--- config.mk ---
export PLATFORM = sky130hd
export DESIGN_NAME = maxnet_ctrl
export DESIGN_NICKNAME = d
export VERILOG_FILES = /design/src/rtl/maxnet_pkg.sv /design/src/rtl/maxnet_zero_detect.sv /design/src/rtl/maxnet_ctrl.sv
export SDC_FILE = /design/constraint.sdc
export NUM_CORES = 1
export LEC_CHECK = 0
export CELL_PAD_IN_SITES_DETAIL_PLACEMENT = 1
export CELL_PAD_IN_SITES_GLOBAL_PLACEMENT = 1
export CORE_MARGIN = 10
export CORE_UTILIZATION = 27
export CTS_CLUSTER_DIAMETER = 150
export DETAILED_ROUTE_END_ITERATION = 16
export MAX_ROUTING_LAYER = met4
export PLACE_DENSITY_LB_ADDON = 0.1
export SYNTH_ARGS = -nofsm -noshare
export SYNTH_HDL_FRONTEND = slang
export SYNTH_HIERARCHICAL = 1
export SYNTH_SLANG_ARGS = --single-unit
export TNS_END_PERCENT = 10
--- constraint.sdc ---
create_clock -name clk -period 2.2 [get_ports clk]
set_input_delay 0.44 -clock clk [delete_from_list [all_inputs] [get_ports clk]]
set_output_delay 0.44 -clock clk [all_outputs]
set_load 0.02 [all_outputs]
--- src/rtl/maxnet_pkg.sv ---
// Shared types and helpers for the Maxnet winner-take-all controller.
// Words are IEEE-754 single precision; a word is zero when its magnitude bits are all clear.
package maxnet_pkg;

    localparam int DW    = 32;
    localparam int NODES = 4;

    typedef enum logic [2:0] {
        IDLE  = 3'd0,
        LOAD  = 3'd1,
        MUL   = 3'd2,
        ADD   = 3'd3,
        RELU  = 3'd4,
        CHECK = 3'd5,
        FEED  = 3'd6,
        DONE  = 3'd7
    } state_t;

    // Sign is ignored so that -0.0 counts as zero.
    function automatic logic is_zero(input logic [DW-1:0] word);
        return (word[30:0] == 31'd0);
    endfunction

endpackage

--- src/rtl/maxnet_zero_detect.sv ---
// Counts the nonzero activation words and reports the lowest-indexed nonzero node.
// Purely combinational; the controller samples the result in its CHECK state.
module maxnet_zero_detect #(
    parameter int DW    = maxnet_pkg::DW,
    parameter int NODES = maxnet_pkg::NODES
) (
    input  logic [NODES*DW-1:0]        words,
    output logic [$clog2(NODES+1)-1:0] count,
    output logic [$clog2(NODES)-1:0]   first_idx
);
    import maxnet_pkg::*;

    localparam int CW = $clog2(NODES + 1);
    localparam int IW = $clog2(NODES);

    logic [NODES-1:0] nonzero;

    generate
        for (genvar gi = 0; gi < NODES; gi++) begin : g_nz
            assign nonzero[gi] = !is_zero(words[gi*DW +: DW]);
        end
    endgenerate

    // Scanning downwards leaves the lowest nonzero index in first_idx.
    always_comb begin
        count     = '0;
        first_idx = '0;
        for (int i = NODES - 1; i >= 0; i--) begin
            count = count + CW'(nonzero[i]);
            if (nonzero[i]) begin
                first_idx = IW'(i);
            end
        end
    end

endmodule

--- src/rtl/maxnet_ctrl.sv ---
// Sequencer for NODES parallel Maxnet PLU datapaths: loads activations, steps the
// multiply/add/ReLU stages and iterates until one node survives, none do, or the limit hits.
module maxnet_ctrl #(
    parameter int DW       = 32,
    parameter int NODES    = 4,
    parameter int MAX_ITER = 15
) (
    input  logic                          clk,
    input  logic                          rst_n,
    input  logic                          start,
    input  logic [NODES*DW-1:0]           x_in,
    input  logic [NODES*DW-1:0]           plu_out,
    output logic [NODES*DW-1:0]           act_out,
    output logic                          w_we,
    output logic                          a_we,
    output logic                          r1_we,
    output logic                          r2_we,
    output logic                          r3_we,
    output logic                          busy,
    output logic                          done,
    output logic [$clog2(NODES)-1:0]      winner,
    output logic                          no_winner,
    output logic                          timeout,
    output logic [$clog2(MAX_ITER+1)-1:0] iter_count
);
    import maxnet_pkg::*;

    localparam int CW = $clog2(NODES + 1);
    localparam int IW = $clog2(MAX_ITER + 1);
    localparam int XW = $clog2(NODES);

    state_t              state_reg;
    logic [NODES*DW-1:0] act_reg;
    logic [CW-1:0]       nz_count;
    logic [XW-1:0]       nz_first;
    logic [IW-1:0]       iter_next;

    maxnet_zero_detect #(
        .DW    (DW),
        .NODES (NODES)
    ) u_zero_detect (
        .words     (plu_out),
        .count     (nz_count),
        .first_idx (nz_first)
    );

    assign act_out   = act_reg;
    assign iter_next = iter_count + IW'(1);

    // Outputs are registered with the state: each branch sets the strobes that
    // belong to the state being entered.
    always_ff @(posedge clk or negedge rst_n) begin
        if (!rst_n) begin
            state_reg  <= IDLE;
            act_reg    <= '0;
            w_we       <= 1'b0;
            a_we       <= 1'b0;
            r1_we      <= 1'b0;
            r2_we      <= 1'b0;
            r3_we      <= 1'b0;
            busy       <= 1'b0;
            done       <= 1'b0;
            winner     <= '0;
            no_winner  <= 1'b0;
            timeout    <= 1'b0;
            iter_count <= '0;
        end else begin
            w_we  <= 1'b0;
            a_we  <= 1'b0;
            r1_we <= 1'b0;
            r2_we <= 1'b0;
            r3_we <= 1'b0;
            done  <= 1'b0;
            case (state_reg)
                IDLE: begin
                    if (start) begin
                        act_reg    <= x_in;
                        winner     <= '0;
                        no_winner  <= 1'b0;
                        timeout    <= 1'b0;
                        iter_count <= '0;
                        w_we       <= 1'b1;
                        a_we       <= 1'b1;
                        busy       <= 1'b1;
                        state_reg  <= LOAD;
                    end
                end
                LOAD, FEED: begin
                    r1_we     <= 1'b1;
                    state_reg <= MUL;
                end
                MUL: begin
                    r2_we     <= 1'b1;
                    state_reg <= ADD;
                end
                ADD: begin
                    r3_we     <= 1'b1;
                    state_reg <= RELU;
                end
                RELU: begin
                    state_reg <= CHECK;
                end
                CHECK: begin
                    act_reg    <= plu_out;
                    iter_count <= iter_next;
                    if (nz_count == CW'(1)) begin
                        winner    <= nz_first;
                        busy      <= 1'b0;
                        done      <= 1'b1;
                        state_reg <= DONE;
                    end else if (nz_count == CW'(0)) begin
                        no_winner <= 1'b1;
                        busy      <= 1'b0;
                        done      <= 1'b1;
                        state_reg <= DONE;
                    end else if (iter_next == IW'(MAX_ITER)) begin
                        timeout   <= 1'b1;
                        busy      <= 1'b0;
                        done      <= 1'b1;
                        state_reg <= DONE;
                    end else begin
                        // Weights stay resident; only the new activations are reloaded.
                        a_we      <= 1'b1;
                        state_reg <= FEED;
                    end
                end
                DONE: begin
                    state_reg <= IDLE;
                end
                default: begin
                    state_reg <= IDLE;
                end
            endcase
        end
    end

endmodule

==> impl_metrics.yaml <==
outcome:
  outcome: "complete, but fails checks"
  violations: "setup timing"
yosys:
  syn_inst: 735
  mappedNetlistNets: 1003
  synth-seq-cells: 146
  synth_edf_count: 0
  ys_warn_count: 6
  async_flop_share_pct: 100
  synth_area_mm2: 0.00678
  synth_ff_type: "dfrtp_1"
  yosysUniqueCellTypes: 41
  syn_area_per_cell_um2: 9.23
  yosysSeqAreaShare_pct: 53.9
pwr:
  peakVddDrop_mv: 0.389
  p_leak_nw: 5.59
  power_density_mw_per_mm2: 578
timing:
  slew_headroom_pct: 66.7
  setup_viol: 8
  rsz0062_at_grt: "yes"
  fin_crit_sh_pct: 120
  finalCriticalPeriod_ps: 2640
  worst_pin_slew_ps: 499
  worst_slack_ps: -445
  hold_viol_final: 0
  clock.fmax_ghz: 0.378
  finalClockSkew_ps: 11.7
  finalMaxSlewViolations: 0
placement:
  port_buffers: 401
  pre_cts_slack_ps: -1380
  place.gp.congestion: 0.831
  hpwl_mm: 25.0
  dp.cells: 1495
worst_setup_path:
  reg2reg_from: "state_reg[1]"
  reg2regPathDepth: 7
  critPathMaxFanout: 2
  worstSetupPathType: "input port to flop"
  critPathRequiredTime_ps: 2490
  r2r-end: "act_out[37]"
  worstSetupStartpoint: "plu_out[55]"
  critPathLaunchType: "input port"
  crit_path_end: "state_reg[0]"
  critPathCaptureType: "flop"
  arrival_ps: 2940
  rrSetupSlack_ps: 230
drt:
  antenna_left: 0
  first_pass_iters: 5
  viasPerCell: 4.77
  drc: 0
  wl_mm: 32.1
  dr.first_iter.drc_count: 383
  num_vias: 7368
  routedWlPerCell_um: 20.8
grt:
  antenna_found_initial: 3
  grt_max_degree: 88
  overflow: 0
  grt_pass1_wl_mm: 47.4
  track_usage_pct: 19.8
  grt_pass1_vias: 8034
floorplanning:
  design.die.area_mm2: 0.0319
  rows: 57
  initial_utilization_pct: 27.6
  chipWidth_um: 178
  die_h_um: 178
  core_area_mm2: 0.0245
  io_pins: 402
min_path:
  worstHoldPathType: "input port to flop"
  hp-start: "plu_out[48]"
cts:
  cts_tree: "done"
  clk_pin_slew_ps: 70
  cts_buffers: 17
  root_buffer: "clkbuf_16"
  clock_latency_ps: 420
  htree_levels: 4
  clkSinkCount: 146
  cts_buffer_depth: 2
cells_and_area:
  fin_util_pct: 50.3
  fillers: 2884
  area_delta_synth_final_pct: 81.8
  fin_nets: 1474
  largest_reg_flops: 128
  layout-drive-gt1-share_pct: 18.0
  instances_no_fill: 1546
run:
  drv_cap: 0
==> worst max-delay path, cell delays in order <==
cell,delay (ps)
clkdlybuf4s15_1,180
nor4_1,240
nand4_1,270
nor2_4,220
inv_2,60
fa_1,480
ha_2,200
ha_4,300
nor2_4,40
nand2_2,80
o21ai_2,50
a211o_1,260
o31a_1,100
==> cells in the mapped netlist (2+ instances only) <==
cell type  instances  share of area, %
nor4_1            25               2.3
nor2b_1            3              0.28
ha_1               8               1.5
inv_1              7              0.39
nor4_2             2              0.37
clkbuf_1           8              0.44
and4_1             3              0.39
o21ai_1            4              0.30
nor3_1             4              0.30
nor2_1            42               2.3
o31ai_1            2              0.22
buf_4             14               1.5
nand2b_1           3              0.28
a31oi_1           34               3.1
nand2_1          270                15
a21oi_1            4              0.30
nand3_1            5              0.37
nand4_1            6              0.55
buf_2             18               1.3
o21ai_0            6              0.44
a22oi_1           95                11
dfrtp_1          146                54
buf_6              8               1.3
==> repair_timing <==
item	4_1_cts	5_1_grt
setup buffers	15	1
hold buffers	1	0
endpoints found under the hold margin	35	0
resized for setup	113	123
setup endpoints to repair	8	8
pin swaps	35	39
==> layer usage <==
metal,global-route usage (%),vias to the layer above,routed length (um),part of all wire (%)
li1,-,3521,-,-
met1,22.5,3570,12900,40
met2,33.1,254,16100,50
met3,6.85,23,2780,8.7
met4,4.68,0,380,1.2
met5,-,-,0,0
==> per-stage QoR <==
stage	hold slack (ps)	setup TNS [ps]	power (mW)	cell area [um^2]
6_report	277	-2470	7.13	12300
3_5_place_dp	398	-9970	4.34	11600
2_1_floorplan	144	-3750	3.29	6800
5_1_grt	279	-3180	7.44	12300
4_1_cts	256	-3650	7.23	12400
3_3_place_gp	395	-9420	4.32	11600
==> worst min-delay path by stage <==
stage | depth (start not counted) | to | slack [ps]
global route | 3 | act_out[48] | 280
global placement | 1 | act_out[70] | 400
finish | 3 | act_out[48] | 280
detailed placement | 1 | act_out[70] | 400
CTS | 3 | act_out[20] | 260
floorplan | 0 | a_we | 140
==> kinds of logic (layout without fill, tap and decap cells) <==
logic type,after synthesis,after routing,share of synthesized area [%]
adder cells (fa/ha/maj),9,9,1.77
flip-flops,146,146,53.9
other,0,3,0
AND/OR/NAND/NOR,371,371,23.3
buffers and inverters,56,540,5.11
AO/OA/AOI/OAI,153,153,15.9
==> report_power, final <==
group | switching, mW | internal, mW
Sequential | 0.0962 | 2.83
Clock | 1.21 | 1.67
Combinational | 0.587 | 0.734
Total | 1.89 | 5.24
==> layout make-up <==
cell class | count | area [um^2] | share of cell area (%)
diodes | 3 | 7.51 | 0.0609
flip-flops and latches | 146 | 3650 | 29.6
clock inverters | 13 | 136 | 1.11
well taps | 324 | 405 | 3.29
repair buffers | 500 | 4640 | 37.6
inverters | 8 | 32.5 | 0.264
multi-input cells | 533 | 3020 | 24.5
clock buffers | 19 | 433 | 3.51
==> cell usage in the layout (no fill, tap or decap), drive strengths merged, types with 28 or more instances in the layout <==
master / Yosys / layout
a22oi: 95 / 95
a31oi: 34 / 34
buf: 40 / 102
clkbuf: 8 / 64
clkdlybuf4s50: 0 / 315
dfrtp: 146 / 146
nand2: 270 / 270
nor2: 43 / 43
nor4: 28 / 28
Power figures use the tool's default switching activity.
